`src/rtl/axil_simplebus_bridge.sv`:
```
// AXI-Lite slave terminated into single Simplebus master accesses, one transfer in flight.
// Writes have priority over reads; partial-strobe writes are refused and reads are time-bounded.
module axil_simplebus_bridge #(
  parameter logic [31:0] BASE_ADDRESS = 32'h0,
  parameter int unsigned READ_TIMEOUT = 16
) (
  input  logic        clock,
  input  logic        reset,
  input  logic [31:0] axi_awaddr,
  input  logic        axi_awvalid,
  output logic        axi_awready,
  input  logic [31:0] axi_wdata,
  input  logic [3:0]  axi_wstrb,
  input  logic        axi_wvalid,
  output logic        axi_wready,
  output logic [1:0]  axi_bresp,
  output logic        axi_bvalid,
  input  logic        axi_bready,
  input  logic [31:0] axi_araddr,
  input  logic        axi_arvalid,
  output logic        axi_arready,
  output logic [31:0] axi_rdata,
  output logic [1:0]  axi_rresp,
  output logic        axi_rvalid,
  input  logic        axi_rready,
  output logic [31:0] sb_address,
  output logic [31:0] sb_write_data,
  output logic        sb_write_strobe,
  output logic        sb_read_strobe,
  input  logic        sb_ready,
  input  logic [31:0] sb_read_data,
  input  logic        sb_read_valid
);

  // state    | meaning
  // IDLE     | collecting AW/W, or accepting AR when no write is pending
  // WR_ISSUE | waiting for sb_ready, then one-cycle write strobe
  // WR_RESP  | BVALID held until BREADY
  // RD_ISSUE | waiting for sb_ready, then one-cycle read strobe
  // RD_WAIT  | waiting for sb_read_valid or the timeout terminal count
  // RD_RESP  | RVALID held until RREADY
  typedef enum logic [2:0] {IDLE, WR_ISSUE, WR_RESP, RD_ISSUE, RD_WAIT, RD_RESP} state_t;

  localparam int unsigned CW = $clog2(READ_TIMEOUT);
  localparam logic [CW-1:0] CNT_LOAD = CW'(READ_TIMEOUT - 1);

  state_t        state_q, state_d;
  logic          run_q;
  logic          aw_held_q, aw_held_d, w_held_q, w_held_d;
  logic [31:0]   awaddr_q, awaddr_d, wdata_q, wdata_d;
  logic [3:0]    wstrb_q, wstrb_d;
  logic [CW-1:0] cnt_q, cnt_d;
  logic [31:0]   sb_address_d, sb_write_data_d, rdata_d;
  logic          sb_write_strobe_d, sb_read_strobe_d, bvalid_d, rvalid_d;
  logic [1:0]    bresp_d, rresp_d;
  logic          aw_hs, w_hs, ar_hs;
  logic [31:0]   aw_addr_eff, w_data_eff;
  logic [3:0]    w_strb_eff;

  // run_q keeps the ready outputs low until the first edge after reset release
  assign axi_awready = run_q && (state_q == IDLE) && !aw_held_q;
  assign axi_wready  = run_q && (state_q == IDLE) && !w_held_q;
  assign axi_arready = run_q && (state_q == IDLE) && !aw_held_q && !w_held_q
                       && !axi_awvalid && !axi_wvalid;

  assign aw_hs = axi_awvalid && axi_awready;
  assign w_hs  = axi_wvalid && axi_wready;
  assign ar_hs = axi_arvalid && axi_arready;

  assign aw_addr_eff = aw_held_q ? awaddr_q : axi_awaddr;
  assign w_data_eff  = w_held_q ? wdata_q : axi_wdata;
  assign w_strb_eff  = w_held_q ? wstrb_q : axi_wstrb;

  always_comb begin
    state_d           = state_q;
    aw_held_d         = aw_held_q;
    w_held_d          = w_held_q;
    awaddr_d          = awaddr_q;
    wdata_d           = wdata_q;
    wstrb_d           = wstrb_q;
    cnt_d             = cnt_q;
    sb_address_d      = sb_address;
    sb_write_data_d   = sb_write_data;
    sb_write_strobe_d = 1'b0;
    sb_read_strobe_d  = 1'b0;
    bvalid_d          = axi_bvalid;
    bresp_d           = axi_bresp;
    rvalid_d          = axi_rvalid;
    rresp_d           = axi_rresp;
    rdata_d           = axi_rdata;
    unique case (state_q)
      IDLE: begin
        if (aw_hs) begin
          aw_held_d = 1'b1;
          awaddr_d  = axi_awaddr;
        end
        if (w_hs) begin
          w_held_d = 1'b1;
          wdata_d  = axi_wdata;
          wstrb_d  = axi_wstrb;
        end
        if ((aw_held_q || aw_hs) && (w_held_q || w_hs)) begin
          if (w_strb_eff == 4'hF) begin
            state_d           = WR_ISSUE;
            sb_address_d      = aw_addr_eff - BASE_ADDRESS;
            sb_write_data_d   = w_data_eff;
            sb_write_strobe_d = sb_ready;
          end else begin
            state_d  = WR_RESP;
            bvalid_d = 1'b1;
            bresp_d  = 2'b10;
          end
        end else if (ar_hs) begin
          state_d          = RD_ISSUE;
          sb_address_d     = axi_araddr - BASE_ADDRESS;
          sb_read_strobe_d = sb_ready;
        end
      end
      WR_ISSUE: begin
        if (sb_write_strobe) begin
          state_d  = WR_RESP;
          bvalid_d = 1'b1;
          bresp_d  = 2'b00;
        end else begin
          sb_write_strobe_d = sb_ready;
        end
      end
      WR_RESP: begin
        if (axi_bready) begin
          state_d   = IDLE;
          bvalid_d  = 1'b0;
          aw_held_d = 1'b0;
          w_held_d  = 1'b0;
        end
      end
      RD_ISSUE: begin
        if (sb_read_strobe) begin
          state_d = RD_WAIT;
          cnt_d   = CNT_LOAD;
        end else begin
          sb_read_strobe_d = sb_ready;
        end
      end
      RD_WAIT: begin
        if (sb_read_valid) begin
          state_d  = RD_RESP;
          rvalid_d = 1'b1;
          rresp_d  = 2'b00;
          rdata_d  = sb_read_data;
        end else if (cnt_q == '0) begin
          state_d  = RD_RESP;
          rvalid_d = 1'b1;
          rresp_d  = 2'b10;
          rdata_d  = 32'h0;
        end else begin
          cnt_d = cnt_q - CW'(1);
        end
      end
      RD_RESP: begin
        if (axi_rready) begin
          state_d  = IDLE;
          rvalid_d = 1'b0;
        end
      end
      default: state_d = IDLE;
    endcase
  end

  always_ff @(posedge clock or negedge reset) begin
    if (!reset) begin
      state_q         <= IDLE;
      run_q           <= 1'b0;
      aw_held_q       <= 1'b0;
      w_held_q        <= 1'b0;
      awaddr_q        <= 32'h0;
      wdata_q         <= 32'h0;
      wstrb_q         <= 4'h0;
      cnt_q           <= '0;
      sb_address      <= 32'h0;
      sb_write_data   <= 32'h0;
      sb_write_strobe <= 1'b0;
      sb_read_strobe  <= 1'b0;
      axi_bvalid      <= 1'b0;
      axi_bresp       <= 2'b00;
      axi_rvalid      <= 1'b0;
      axi_rresp       <= 2'b00;
      axi_rdata       <= 32'h0;
    end else begin
      state_q         <= state_d;
      run_q           <= 1'b1;
      aw_held_q       <= aw_held_d;
      w_held_q        <= w_held_d;
      awaddr_q        <= awaddr_d;
      wdata_q         <= wdata_d;
      wstrb_q         <= wstrb_d;
      cnt_q           <= cnt_d;
      sb_address      <= sb_address_d;
      sb_write_data   <= sb_write_data_d;
      sb_write_strobe <= sb_write_strobe_d;
      sb_read_strobe  <= sb_read_strobe_d;
      axi_bvalid      <= bvalid_d;
      axi_bresp       <= bresp_d;
      axi_rvalid      <= rvalid_d;
      axi_rresp       <= rresp_d;
      axi_rdata       <= rdata_d;
    end
  end

endmodule

```
`config.mk`:
```
export PLATFORM = sky130hd
export DESIGN_NAME = axil_simplebus_bridge
export DESIGN_NICKNAME = d
export VERILOG_FILES = /design/src/rtl/axil_simplebus_bridge.sv
export SDC_FILE = /design/constraint.sdc
export NUM_CORES = 1
export LEC_CHECK = 0
export ABC_AREA = 1
export CELL_PAD_IN_SITES_DETAIL_PLACEMENT = 1
export CELL_PAD_IN_SITES_GLOBAL_PLACEMENT = 2
export CORE_ASPECT_RATIO = 1.1
export CORE_UTILIZATION = 27
export DETAILED_ROUTE_END_ITERATION = 10
export PLACE_DENSITY = 0.91
export SYNTH_ARGS = -nofsm -noshare
export SYNTH_HDL_FRONTEND = slang
export SYNTH_SLANG_ARGS = --single-unit
```
`constraint.sdc`:
```
create_clock -name clock -period 2 [get_ports clock]
set_clock_uncertainty 0.05 [all_clocks]
set_input_delay 0.4 -clock clock [delete_from_list [all_inputs] [get_ports clock]]
set_output_delay 0.4 -clock clock [all_outputs]
set_load 0.02 [all_outputs]
```
# --- After elaboration in Yosys (flattened, before gate mapping) ---
# Index checks and enable logic that the tools add are counted.
classes:
  addsub: 1
  eq_ne: 19
  mux: 49
  n_reduce_logical: 37
ops:
  columns: ["operator", "n"]
  rows:
  - ["two-way mux 32 bit", 7]
  - ["two-way mux 3 bit", 8]
  - ["!= test 2 bit, second input constant", 9]
  - ["case mux 3 bit (6 select lines)", 1]
  - ["two-way mux 4 bit", 4]
  - ["two-way mux 1 bit", 15]
  - ["AND reduction 3 bit", 5]
  - ["two-way mux 2 bit", 6]
  - ["nonzero test 2 bit", 6]
  - ["logical AND 1 bit", 10]
  - ["case mux 1 bit (2 select lines)", 5]
  - ["case mux 4 bit (2 select lines)", 1]
  - ["AND reduction 4 bit", 2]
  - ["== test 3 x 2 -> 1 bit, second input constant", 2]
  - ["== test 3 bit, second input constant", 2]
  - ["AND reduction 2 bit", 3]
  - ["AND reduction 6 bit", 1]
  - ["AND reduction 5 bit", 1]
  - ["== test 4 bit, second input constant", 1]
  - ["logical NOT 1 bit", 4]
  - ["logical NOT 4 bit", 1]
  - ["!= test 2 x 1 -> 1 bit, second input constant", 2]
  - ["case mux 2 bit (2 select lines)", 1]
  - ["subtractor 4 x 1 -> 4 bit, second input constant", 1]
  - ["7 further kinds", 8]
totals:
  register_bits: 182
  output_inout_bits: 107
  elab_cells: 123

# --- Logic depth before layout (Yosys ltp) ---
# Gate-level depths: netlist of run 1.
logic_depth:
  depth_word: 10
  depth_mapped: 12
  ltp_nobuf: 12

# --- Worst setup path before layout of run 1 ---
# Ideal clock, no wire load.
synth_timing:
  path_type: "register to register"
  start: "register state_q[1]"
  end: "register wdata_q[23]"
  setup_time_ns: 0.130
  t_arrival_ns: 1.677
  setup_slack_ns: 0.144
  path_stages_with_launch: 10
  n_path_buf: 3
  cell_sequence: "dfrtp_1 buf_6 nor2_2 nand3_2 nor2_1 nand2_1 buf_2 buf_2 nand2_1 o21ai_0"
synth_via:
  elab_chain_cells: 5
synth_lines:
  columns: ["item", "line_no", "text"]
  rows:
  - ["start, declared", "47", "state_t state_q, state_d;"]
  - ["start signal, assigned", "189", "state_q <= state_d;"]
  - ["logical NOT 3 bit", "62", "assign axi_wready = run_q && (state_q == IDLE) && !w_held_q;"]
  - ["logical AND 1 bit (2 in series)", "62", null]
  - ["named net axi_wready", "15", "output logic axi_wready,"]
  - ["logical AND 1 bit", "67", "assign w_hs = axi_wvalid && axi_wready;"]
  - ["AND reduction 2 bit (no line)", null, null]
  - ["end signal, assigned", "194", "wdata_q <= wdata_d;"]
  - ["end, declared", "50", "logic [31:0] awaddr_q, awaddr_d, wdata_q, wdata_d;"]
# The timed path passes the listed nets, and every way through them passes these cells.
# A chain may end at the register's enable or synchronous reset.

# --- Worst setup path after layout of run 1 ---
layout_timing:
  start: "register state_q[1]"
  end: "output port axi_arready"
layout_via:
  elab_chain_cells: 6
layout_lines:
  columns: ["item", "line_no", "text"]
  rows:
  - ["logical NOT 3 bit", "63", "assign axi_arready = run_q && (state_q == IDLE) && !aw_held_q && !w_held_q"]
  - ["logical AND 1 bit (3 in series)", "63", null]
  - ["logical AND 1 bit (2 in series)", "64", "&& !axi_awvalid && !axi_wvalid;"]
  - ["end, declared", "21", "output logic axi_arready,"]
# Every way passes these cells.

==> results of run 1 <==
[power breakdown]
part / total [W] / internal [W] / switching (W)
sequential: 0.00645 / 0.00539 / 0.00106
combinational: 0.00854 / 0.00389 / 0.00465
clock: 0.00361 / 0.00206 / 0.00155
[logic make-up (layout without fill, tap and decap cells)]
logic type | after synthesis | in the layout
buf+inv | 145 | 414
other cells | 2 | 3
mux | 4 | 4
fa+ha+maj | 1 | 1
compound gates | 181 | 181
simple gates | 489 | 489
flops | 180 | 180
[cell type report]
class,count,area [um^2]
Clock buffer,19,452.9
Clock inverter,13,171.4
Fill cell,3458,17450
Inverter,89,341.6
Multi-Input combinational cell,678,3239
Sequential cell,180,4507
Tap cell,374,467.9
Timing Repair Buffer,293,3013
[placed cells by master (no fill, tap or decap), types with 5 or more instances in the layout]
master	n
sky130_fd_sc_hd__clkbuf_16	21
sky130_fd_sc_hd__nand2_4	16
sky130_fd_sc_hd__dfrtp_1	178
sky130_fd_sc_hd__a22o_1	32
sky130_fd_sc_hd__nand2_2	40
sky130_fd_sc_hd__o21ai_0	132
sky130_fd_sc_hd__nor2_1	11
sky130_fd_sc_hd__buf_4	29
sky130_fd_sc_hd__buf_12	7
sky130_fd_sc_hd__nand3_1	15
sky130_fd_sc_hd__buf_6	9
sky130_fd_sc_hd__inv_1	85
sky130_fd_sc_hd__nand2_1	398
sky130_fd_sc_hd__a21oi_1	5
sky130_fd_sc_hd__clkdlybuf4s50_1	240
[flip-flops by register name (all words and copies together) (netlist names), 3 cells and up]
register       count
sb_write_data     32
wstrb_q            4
cnt_q              4
axi_rdata         32
awaddr_q          32
state_q            3
wdata_q           32
sb_address        32
[what timing repair did]
| item | in CTS | in global routing |
|---|---|---|
| cloned | 0 | 6 |
| pin swaps | 0 | 9 |
| hold buffers | 1 | 0 |
| buffers inserted | 0 | 2 |
| endpoints found under the setup margin | 3 | 85 |
| hold endpoints to repair | 34 | 0 |
| gates resized for setup | 19 | 83 |
[how the worst max path moves through the flow]
stage / from / end / slack (ns) / cells after the start
6_report: state_q[1] / axi_arready / 0.007 / 5
5_1_grt: state_q[1] / sb_address[26] / -0.11 / 12
4_1_cts: state_q[0] / axi_arready / 0.008 / 5
3_5_place_dp: axi_awvalid / axi_arready / -0.42 / 4
3_3_place_gp: axi_awvalid / axi_arready / -0.44 / 4
2_1_floorplan: state_q[1] / wdata_q[23] / 0.14 / 9
[layer usage]
metal  wire length (um)  share of wire [%]
met3               1177                4.5
met2              13310                 51
met1              11000                 42
met5                  0                  0
met4                524                2.0
[per-stage QoR]
step | power [W] | util, % | setup slack (ns)
6_report | 0.01861 | 41.13 | 0.007042
5_1_grt | 0.02003 | 41.13 | -0.1072
4_1_cts | 0.01847 | 39.77 | 0.007666
3_5_place_dp | 0.01473 | 37.64 | -0.4192
3_3_place_gp | 0.01439 | 37.64 | -0.4400
2_1_floorplan | 0.01100 | - | 0.1435
==> results.md, run 1 <==
- Result of the run: completed
- Commonest register cell after synthesis: sky130_fd_sc_hd__dfrtp_1
- Required time at the endpoint of the critical path: 1.55 ns
- Share of synthesized area occupied by flip-flops and latches: 55.29%
- CP max-delay cell: sky130_fd_sc_hd__dfrtp_1
- CP Buf/Inv Count: 1
- Avg Inst Size Synth: 8.130 um^2
- Average detailed-routed wire length per instance: 15.80 um
- CORE AREA: 0.02965 mm^2
- Antenna violations before repair: 0
- Die Footprint: 0.03087 mm^2
- Signed area change from the synthesized netlist to the final layout: 49.67%
- Worst Setup End Kind: output pin
- Data arrival, critical path: 1.54 ns
- Weighted congestion reported at the end of routability-driven placement: 0.7639
- Simple-Gate Fraction of Synth Area: 23.19%
- Core Rows: 66
- Number of hold violations in the final report: 0
- Global route hottest layer: met2
- Number of placed instances with taps included: 1605
- DRT Wirelength: 26010 um
- Most Frequent Cell on Critical Path: sky130_fd_sc_hd__nor2_2
- Post-synthesis cell area: 0.008147 mm^2
- Non-filler cells in the finished layout: 1646
- Critical Path, Cell by Cell: nor2_2 > nand3_2 > nor2_2 > and2_4 > buf_6
- Count of endpoints failing setup in the final report: 0
- Static leakage: 6.005 nW
- Yosys top cell by area: sky130_fd_sc_hd__dfrtp_1
- Flops & latches, synth: 180
- Routed vias/inst: 4.510
- Number of cells traversed by the worst register-to-register path: 12
- Most used standard cells in the synthesized netlist: 453 x sky130_fd_sc_hd__nand2_1, 180 x sky130_fd_sc_hd__dfrtp_1, 132 x sky130_fd_sc_hd__o21ai_0
- H-tree level count: 4
- Clk buf depth: 2
- Number of distinct library cells after synthesis: 31
- Pin slew with the least headroom to its limit: 0.5901 ns
- Global-route met2 utilization: 29.55%
- Maximum ir drop on the vdd rail: 0.5130 mV
- Maximum number of pins on one net before global-route repair: 66
- Post-synthesis xor/xnor area fraction: 0%
- Async set-or-reset flop fraction in the synthesized netlist: 100.0%
- Max-slew violation total from the final report: 0
- Most numerous cell in the Yosys netlist: sky130_fd_sc_hd__nand2_1
- Worst setup path class: reg -> out
- Setup repair after global routing missed its margin: true
- Worst reg2reg startpoint: state_q[1]
- Worst hold slack: 0.4159 ns
- Gr usage total: 16.56%
- Final Cell Area: 0.01219 mm^2
- Area fraction of the dominant cell type after synthesis: 55.29%
- Final sum of negative setup slack: 0 ns
- GR met3 Demand/Resource: 3.758%
- Startpoint class of the critical path: flip-flop
- TritonCTS Buffers: 17
- Via count of the first global-routing pass: 7692
- Leading cell types by total area after synthesis: sky130_fd_sc_hd__dfrtp_1 55%, sky130_fd_sc_hd__nand2_1 21%, sky130_fd_sc_hd__o21ai_0 8.1%, sky130_fd_sc_hd__inv_1 3.9%, sky130_fd_sc_hd__a22o_1 3.4%
- Adder and majority cell fraction of the synthesized area: 0.1536%
- Share of final-layout standard cells stronger than drive strength 1: 12.58%
- Number of nets still failing antenna checks after routing: 0
- Total gr overflow: 0
- CTS tree: built
- Die Span Y: 184.2 um
- Total number of nets in the final design: 1401
- Die W: 167.6 um
- Met1 track utilization from global routing: 19.62%
- Instance area at placement: 0.01116 mm^2
- Number of enable flip-flop cells after synthesis: 0
- Routed vias: 7424
- Number of buffer cells added on primary ports: 245
- Power per Cell Area: 1526 mW/mm^2
- Number of optimization iterations in the first detailed-route pass: 4
- Synthesized-area fraction occupied by ao, oa, aoi and oai cells: 12.86%
- Combinational family with the most area after synthesis: simple AND/OR/NAND/NOR gates
- Instance count of the mapped netlist: 1002
- Worst R2R End: sb_address[5]
- I/O pin count: 248
- Clk Latency, worst-skew pair: 0.43 ns
- Largest fanout on the critical path: 3
- Achievable Freq: 501.8 MHz
- Clock net sink count: 180
- Mux share of post-synthesis cell area: 0.5529%
- Initial Utilization: 27.48%
- Reg-to-reg slack, setup: 0.02 ns
- Worst-case headroom to the max-slew limit: 60.66%
- Number of diodes: 0
- Gate family responsible for the most delay along the worst path: simple AND/OR/NAND/NOR gates
- Synthesis Warnings: 0
- Minimum clock period after layout: 1.993 ns
- Root buf cell: sky130_fd_sc_hd__clkbuf_16
- Count of unresolved DRC violations after routing: 0
- Clock transition at the registers of the reported paths: 0.07 ns
- Hpwl dp: 17600 um
- Period Utilization, post-route: 99.65%
- Worst hold path class: in -> async
- Number of maximum-capacitance violations: 0
- Worst stage delay on the critical path: 0.39 ns
- Number of design-rule violations left by the first detailed-router iteration: 250
- Global-route wire length before repair: 40290 um
(Power assumes the default switching activity.)
==> inputs of run 2 (changes only) <==
--- a/config.mk
+++ b/config.mk
@@ -15,3 +15,4 @@
 export SYNTH_ARGS = -nofsm -noshare
 export SYNTH_HDL_FRONTEND = slang
 export SYNTH_SLANG_ARGS = --single-unit
+export TNS_END_PERCENT = 1
==> run 2 against run 1 <==
Against the previous run: final cell count is 0.43% lower; fmax is 0.20% higher; routed wire length is 4.7% lower; non-clock buffer count is 7 lower; die area stayed put; critical path depth stayed put; flip-flop and latch count stayed put; worst hold slack worse by 0.0039 ns; clock-buffer cell count stayed put; register-to-register slack hardly changed; worst setup slack better by 0.0040 ns; largest cell class unchanged.
==> results.md, run 2 (synthesis gave the netlist of run 1 again) <==
- Worst stage delay on the critical path: 0.39 ns
- Power Total: 0.01824 W
- Share of final-layout standard cells stronger than drive strength 1: 8.063%
- Count of unresolved DRC violations after routing: 0
- Setup repair after global routing missed its margin: true
- Routed vias: 7298
- Most Frequent Cell on Critical Path: sky130_fd_sc_hd__nor2_2
- TritonCTS Buffers: 17
- Number of diodes: 0
- Die Span Y: 184.2 um
- Fraction of power spent switching nets: 38.73%
- Routed vias/inst: 4.453
- Via count of the first global-routing pass: 7677
- H-tree level count: 4
- Number of design-rule violations left by the first detailed-router iteration: 217
- Average detailed-routed wire length per instance: 15.13 um
- Power per Cell Area: 1541 mW/mm^2
- Gate family responsible for the most delay along the worst path: simple AND/OR/NAND/NOR gates
- Number of buffer cells added on primary ports: 245
- Clock power frac: 19.8%
- Power spent charging and discharging nets: 0.007064 W
- Maximum number of pins on one net before global-route repair: 66
- Clock transition at the registers of the reported paths: 0.07 ns
- Commonest cells after routing, fill and taps aside: 449 x sky130_fd_sc_hd__nand2_1, 240 x sky130_fd_sc_hd__clkdlybuf4s50_1, 178 x sky130_fd_sc_hd__dfrtp_1, 132 x sky130_fd_sc_hd__o21ai_0, 85 x sky130_fd_sc_hd__inv_1
- Max-slew violation total from the final report: 0
- Period Utilization, post-route: 99.45%
- Global-route wire length before repair: 40250 um
- WL met3: 1118 um
- Wire length on met1: 10710 um
- Amount of wire on met2 after detailed routing: 12610 um
- Core Rows: 66
- Achievable Freq: 502.8 MHz
- Static leakage: 5.887 nW
- DRT Wirelength: 24800 um
- Startpoint class of the critical path: flip-flop
- Number of hold violations in the final report: 0
- CORE AREA: 0.02965 mm^2
- Final sum of negative setup slack: 0 ns
- Required time at the endpoint of the critical path: 1.55 ns
- Internal power: 0.01118 W
- Critical Path, Cell by Cell: nor2_2 > nand3_2 > nor2_2 > and2_4 > buf_6
- Number of nets still failing antenna checks after routing: 0
- Worst hold path class: in -> async
- Core occupancy in the finished layout: 39.93%
- Largest fanout on the critical path: 3
- I/O pin count: 248
- Pin slew with the least headroom to its limit: 0.5977 ns
- Data arrival, critical path: 1.54 ns
- Fraction of power consumed by combinational cells: 45.3%
- Die Footprint: 0.03087 mm^2
- Worst-case headroom to the max-slew limit: 60.15%
- Hpwl dp: 17600 um
- CP max-delay cell: sky130_fd_sc_hd__dfrtp_1
- Clk Latency, worst-skew pair: 0.43 ns
- Worst setup path class: reg -> out
- Weighted congestion reported at the end of routability-driven placement: 0.7639
- Result of the run: completed
- Count of endpoints failing setup in the final report: 0
- CP Buf/Inv Count: 1
- Gr usage total: 16.55%
- Clk buf depth: 2
- Maximum ir drop on the vdd rail: 0.5129 mV
- Die W: 167.6 um
- Total gr overflow: 0
- Number of maximum-capacitance violations: 0
- Commonest non-fill, non-tap cell in the layout: sky130_fd_sc_hd__nand2_1
- Worst Setup End Kind: output pin
- Clock net sink count: 180
- Antenna violations before repair: 0
- Proportion of power drawn by flip-flops and latches: 34.9%
- Initial Utilization: 27.48%
- Minimum clock period after layout: 1.989 ns
- Number of optimization iterations in the first detailed-route pass: 4
- Signed area change from the synthesized netlist to the final layout: 45.31%
- Root buf cell: sky130_fd_sc_hd__clkbuf_16
- Highest metal used: met4
- Total number of nets in the final design: 1394
- CTS tree: built
run 2: cell count changes in the layout (fill, tap and decap cells not counted), sizes merged:
cell    change
clkbuf      -4
buf         -3
run 2: final cells by class:
class | count | area (um^2)
clock inverter | 13 | 171.4
fill | 3500 | 17810
inverter | 89 | 341.6
timing repair buffer | 286 | 2868
tap | 374 | 467.9
clock buffer | 19 | 452.9
sequential | 180 | 4507
multi-input combinational | 678 | 3029
run 2: worst paths after layout:
| path | start | to | slack [ns] | cells after the start |
|---|---|---|---|---|
| max | state_q[1] | axi_arready | 0.01 | 5 |
| min | reset | sb_address[4] | 0.41 | 2 |
| max reg2reg | state_q[1] | sb_address[28] | 0.03 | 12 |
| min reg2reg | sb_address[7] | sb_address[7] | 0.42 | 2 |
| max in group asynchronous | reset | sb_write_data[6] | 0.88 | 3 |
| min in group clock | sb_address[7] | sb_address[7] | 0.42 | 2 |
run 2: stage by stage:
| stage | area (um^2) | hold WS [ns] | setup slack (ns) | std cells |
|---|---|---|---|---|
| 2_1_floorplan | 8150 | 0.05441 | 0.1435 | 1003 |
| 3_3_place_gp | 11160 | 0.3096 | -0.4400 | 1605 |
| 3_5_place_dp | 11160 | 0.3091 | -0.4192 | 1605 |
| 4_1_cts | 11790 | 0.3958 | -0.01161 | 1638 |
| 5_1_grt | 11840 | 0.4168 | -0.1051 | 1639 |
| 6_report | 11840 | 0.4120 | 0.01101 | 1639 |
run 2: power by group through the flow:
| stage | registers, W | clock network [W] | logic [W] |
|---|---|---|---|
| after floorplan | 0.00751 | 0 | 0.00349 |
| after global placement | 0.00632 | 0 | 0.00807 |
| after detailed placement | 0.00642 | 0 | 0.00831 |
| after CTS | 0.00639 | 0.00374 | 0.00834 |
| after global routing | 0.00660 | 0.00387 | 0.00918 |
| final | 0.00637 | 0.00362 | 0.00826 |
run 2: layer usage:
metal | GRT usage, % | vias up
met3 | 3.758 | 20
met2 | 29.50 | 151
met4 | 5.358 | 0
li1 | - | 3625
met5 | 0 | -
met1 | 19.62 | 3502
run 2: timing repair:
item | 4_1_cts | 5_1_grt
resized for setup | 17 | 14
hold buffers | 1 | 0
setup buffers | 0 | 1
endpoints found under the hold margin | 34 | 0
pin swaps | 0 | 3
endpoints found under the setup margin | 3 | 97
==> inputs of run 3 (changes only) <==
--- a/config.mk
+++ b/config.mk
@@ -9,9 +9,11 @@
 export CELL_PAD_IN_SITES_DETAIL_PLACEMENT = 1
 export CELL_PAD_IN_SITES_GLOBAL_PLACEMENT = 2
 export CORE_ASPECT_RATIO = 1.1
-export CORE_UTILIZATION = 27
+export CORE_UTILIZATION = 36
+export CTS_CLUSTER_DIAMETER = 30
 export DETAILED_ROUTE_END_ITERATION = 10
-export PLACE_DENSITY = 0.91
+export DONT_BUFFER_PORTS = 1
+export PLACE_DENSITY = 0.9
 export SYNTH_ARGS = -nofsm -noshare
 export SYNTH_HDL_FRONTEND = slang
 export SYNTH_SLANG_ARGS = --single-unit
==> run 3 against run 2 <==
Against the previous run: the flow now finishes with violations (hold timing); utilization is 1.8 points higher; via count shrank 12%; critical path depth unchanged; register-to-register slack improved by 0.04 ns; worst hold slack lost 0.79 ns; global-route usage is 2.7 points higher; largest cell class unchanged; highest routed layer unchanged.
==> results.md, run 3 (synthesis gave the netlist of run 1 again) <==
- Die Footprint: 0.02324 mm^2
- Number of nets still failing antenna checks after routing: 0
- Core occupancy in the finished layout: 41.77%
- Startpoint class of the critical path: flip-flop
- Global-route wire length before repair: 35700 um
- Initial Utilization: 36.85%
- Antenna violations before repair: 0
- Count of endpoints failing setup in the final report: 0
- Count of unresolved DRC violations after routing: 0
- Via count of the first global-routing pass: 6771
- Hpwl dp: 14370 um
- Crit. Startpoint: state_q[0]
- Failing checks: hold timing
- Signed area change from the synthesized netlist to the final layout: 13.35%
- Number of design-rule violations left by the first detailed-router iteration: 328
- Share of final-layout standard cells stronger than drive strength 1: 9.674%
- Multi-input logic area: 0.003069 mm^2
- Worst hold path class: in -> async
- Gr usage total: 19.22%
- Commonest cells after routing, fill and taps aside: 449 x sky130_fd_sc_hd__nand2_1, 178 x sky130_fd_sc_hd__dfrtp_1, 131 x sky130_fd_sc_hd__o21ai_0, 84 x sky130_fd_sc_hd__inv_1, 32 x sky130_fd_sc_hd__a22o_1
- Minimum clock period after layout: 1.979 ns
- Max-slew violation total from the final report: 0
- H-tree level count: 4
- TritonCTS Buffers: 17
- CORE AREA: 0.02211 mm^2
- Worst R2R End: axi_rdata[10]
- Routed vias: 6448
- Clk buf depth: 2
- Number of buffer cells added on primary ports: 0
- Clock transition at the registers of the reported paths: 0.07 ns
- DRT Wirelength: 21180 um
- Achievable Freq: 505.3 MHz
- Power Total: 0.01579 W
- I/O pin count: 248
- Number of cells traversed by the worst register-to-register path: 12
- CTS tree: built
- Die Span Y: 159.8 um
- Clock net sink count: 180
- Worst hold slack: -0.3829 ns
- Worst setup path class: reg -> out
- Number of hold violations in the final report: 180
- Maximum ir drop on the vdd rail: 0.7197 mV
- Data arrival, critical path: 1.53 ns
- Weighted congestion reported at the end of routability-driven placement: 0.7996
- Footprint of the flip-flops and latches: 0.004507 mm^2
- Routed vias/inst: 4.930
- Root buf cell: sky130_fd_sc_hd__clkbuf_16
- Number of diodes: 0
- Static leakage: 4.894 nW
- Core Rows: 57
- Period Utilization, post-route: 98.95%
- Reg-to-reg slack, setup: 0.07 ns
- Total gr overflow: 0
- Setup repair after global routing missed its margin: true
- Number of optimization iterations in the first detailed-route pass: 4
- Total number of nets in the final design: 1142
- Pin slew with the least headroom to its limit: 0.6230 ns
- Result of the run: finished, violations left
- Number of maximum-capacitance violations: 0
- Power per Cell Area: 1710 mW/mm^2
- Commonest non-fill, non-tap cell in the layout: sky130_fd_sc_hd__nand2_1
- Average detailed-routed wire length per instance: 16.19 um
- Largest fanout on the critical path: 4
- Required time at the endpoint of the critical path: 1.55 ns
- Worst reg2reg startpoint: state_q[1]
- Maximum number of pins on one net before global-route repair: 181
- Filler cell count: 2661
- Worst-case headroom to the max-slew limit: 58.47%
- Worst Setup End Kind: output pin
- Die W: 145.4 um
- Clk Latency, worst-skew pair: 0.43 ns
==> run 3: critical path, stage by stage (launching register included) <==
cell and delay [ns]:
sky130_fd_sc_hd__dfrtp_1 0.39, sky130_fd_sc_hd__nor2_2 0.15, sky130_fd_sc_hd__nand3_2 0.13, sky130_fd_sc_hd__nor2_2 0.15, sky130_fd_sc_hd__buf_4 0.12, sky130_fd_sc_hd__buf_4 0.16
==> run 3: power by group <==
| part | internal (W) | switching [W] | leakage [nW] |
|---|---|---|---|
| Clock | 0.00182 | 0.00161 | 0.293 |
| Combinational | 0.00186 | 0.00267 | 2.30 |
| Sequential | 0.00538 | 0.00246 | 2.31 |
| Total | 0.00906 | 0.00673 | 4.89 |
==> run 3: per-layer routing <==
| metal | GRT usage [%] | wire length (um) |
|---|---|---|
| met2 | 32.32 | 10390 |
| met3 | 6.143 | 1411 |
| met4 | 5.646 | 255 |
| met5 | 0 | 0 |
| met1 | 23.55 | 9126 |
==> run 3: cell type report <==
class | count | share of cell area, %
Multi-Input combinational cell | 678 | 33.24
Tap cell | 295 | 3.997
Sequential cell | 180 | 48.81
Clock inverter | 14 | 1.748
Inverter | 89 | 3.753
Timing Repair Buffer | 34 | 3.699
Clock buffer | 18 | 4.756
==> run 3: worst max path at each step <==
stage | endpoint | depth (start not counted)
2_1_floorplan | wdata_q[23] | 9
6_report | axi_awready | 5
5_1_grt | axi_arready | 5
3_3_place_gp | sb_address[22] | 10
4_1_cts | axi_wready | 5
3_5_place_dp | sb_address[22] | 10
==> run 3: what timing repair did <==
item	in CTS	in global routing
buffers inserted	11	0
cloned	0	0
endpoints found under the setup margin	1	108
resized for setup	9	19
endpoints found under the hold margin	180	180
pin swaps	3	1
==> run 3: through the flow <==
stage / setup WS (ns) / setup TNS, ns / instances / area [um^2]
after detailed placement: 0.01743 / 0 / 1266 / 8453
after global placement: 0.05762 / 0 / 1266 / 8453
final: 0.02095 / 0 / 1308 / 9234
after CTS: -0.01533 / -0.01533 / 1308 / 9160
after floorplan: 0.1435 / 0 / 1003 / 8150
after global routing: -0.05313 / -0.9247 / 1308 / 9234
==> RTL change, RTL diff (settings of run 3) <==
Encoding of `state_t`: now one-hot (6 bits for 6 states).
--- a/src/rtl/axil_simplebus_bridge.sv
+++ b/src/rtl/axil_simplebus_bridge.sv
@@ -39,7 +39,7 @@
   // RD_ISSUE | waiting for sb_ready, then one-cycle read strobe
   // RD_WAIT  | waiting for sb_read_valid or the timeout terminal count
   // RD_RESP  | RVALID held until RREADY
-  typedef enum logic [2:0] {IDLE, WR_ISSUE, WR_RESP, RD_ISSUE, RD_WAIT, RD_RESP} state_t;
+  typedef enum logic [5:0] {IDLE = 6'b000001, WR_ISSUE = 6'b000010, WR_RESP = 6'b000100, RD_ISSUE = 6'b001000, RD_WAIT = 6'b010000, RD_RESP = 6'b100000} state_t;
 
   localparam int unsigned CW = $clog2(READ_TIMEOUT);
   localparam logic [CW-1:0] CNT_LOAD = CW'(READ_TIMEOUT - 1);
Behaviour: no difference found for any inputs over 4 cycles, from zero or initial values and one cycle with reset low; so few cycles prove little.
==> RTL change against run 3 <==
The run ends with negative hold slack, negative setup slack left; sequential cell count increased by 3; wire length increased by 3.4%; count of clock-buffer cells in the layout is the same; area after synthesis up 1.7%; worst setup slack worse by 140 ps; total power fell by 16%; final area grew 0.31%; global-route usage about the same; critical path type unchanged; largest power group unchanged.
==> RTL change: results (changes against run 3) <==
status:
  outcome: "complete, but fails checks"  # unchanged
  failed_checks: "negative hold slack, negative setup slack"  # was negative hold slack
sta:
  hold_viol_final: 183  # was 180
  setup_ws_ps: -123  # was 21.0 ps
  fin_tns_setup_ps: -234  # was 0 ps
  whs_ps: -392  # was -383 ps
  finalSetupViolCount: 3  # was 0
place:
  routabilityCongestion: 0.742  # was 0.800
  dp_hpwl_mm: 14.7  # was 14.4 mm
  post-place-ws_ps: 35.0  # was 17.4 ps
  place_inst: 1214  # was 1266
pwr:
  vdd_ir_drop_max_uv: 612  # was 720 µV
setup_path:
  crit_fanout: 3  # was 4
  critPathTopFamily: "flip-flops"  # was simple AND/OR/NAND/NOR gates
  reg2regPathDepth: 10  # was 12
  r2r-start: "state_q[0]"  # was state_q[1]
  ff2ff_setup_slack_ps: 50  # was 70 ps
  critical-path-slowest-cell: "dfstp_2"  # was dfrtp_1
  worst_r2r_endpoint: "sb_write_data[20]"  # was axi_rdata[10]
route:
  drt-wirelength-per-cell_um: 17.5  # was 16.2 µm
global_route:
  first_pass_grt_wire_length_mm: 35.9  # was 35.7 mm
  track_usage_pct: 19.3  # was 19.2%
  grt_pass1_vias: 6673  # was 6771
synth:
  yosys-top-cells-area: "dfrtp_1 (55%), nand2_1 (20%), mux2i_1 (7.7%), nand3_1 (4.5%), o21ai_0 (2.5%)"  # was dfrtp_1 (55%), nand2_1 (21%), o21ai_0 (8.1%), inv_1 (3.9%), a22o_1 (3.4%)
  synth_compound_gate_area_share_pct: 5.18  # was 12.9%
  yosys.area_share.xor_xnor_pct: 0.211  # was 0%
  postSynthCellCount: 951  # was 1002
  synth.yosys.seq_area_share_pct: 55.3  # about the same
  synthMuxAreaShare_pct: 7.73  # was 0.553%
  synth_adder_area_share_pct: 0.151  # was 0.154%
cells_and_area:
  final.fill_count: 2626  # was 2661
  nNetsFinal: 1085  # was 1142
  layout-drive-gt1-share_pct: 9.62  # was 9.67%
  multi_input_combinational_cell_area_um2: 3340  # was 3070 µm²
[RTL change: timing repair]
| item | in CTS | in global routing |
|---|---|---|
| pin swaps | 1 | 2 |
| setup endpoints to repair | 3 | 101 |
| endpoints found under the hold margin | 183 | 183 |
| resized for setup | 9 | 3 |
| buffers inserted | 3 | 2 |
[RTL change: per-stage QoR]
stage	total power, µW	hold slack [ps]
2_1_floorplan	8910	54.4
3_3_place_gp	9640	61.9
6_report	13200	-392
5_1_grt	14100	-417
4_1_cts	13300	-412
3_5_place_dp	9830	60.7
[RTL change: kinds of logic after synthesis]
group	after synthesis
buf+inv	81
fa+ha+maj	1
mux	64
simple gates	538
compound gates	80
xor+xnor	2
other cells	2
flops	183
[RTL change: cell type report]
class | instances | share of cell area [%]
clock buffer | 18 | 4.63
clock inverter | 14 | 1.73
inverter | 25 | 1.01
multi-input combinational | 688 | 36.0
sequential | 183 | 49.5
tap | 295 | 3.98
timing repair buffer | 28 | 3.12
[RTL change: worst min path at each step]
stage	to	slack [ps]	cells past startpoint
after global routing	sb_write_data[14]	-420	0
after CTS	sb_write_data[14]	-410	0
after detailed placement	sb_write_data[14]	60	0
after global placement	sb_write_data[14]	60	0
final	sb_write_data[14]	-390	0
after floorplan	aw_held_q	50	0
[RTL change: per-layer routing]
metal	share of wire [%]	global-route usage [%]	wire [µm]	vias up
met5	0	0	0	-
met3	6.8	5.51	1480	34
met1	42	23.1	9110	3026
met4	2.8	8.10	611	0
li1	-	-	-	3014
met2	49	32.3	10700	167
[RTL change: power breakdown]
part           internal (µW)  switching (µW)  leakage (µW)
sequential              4970            1620       0.00239
combinational           1390            1850       0.00214
clock                   1780            1590      0.000290
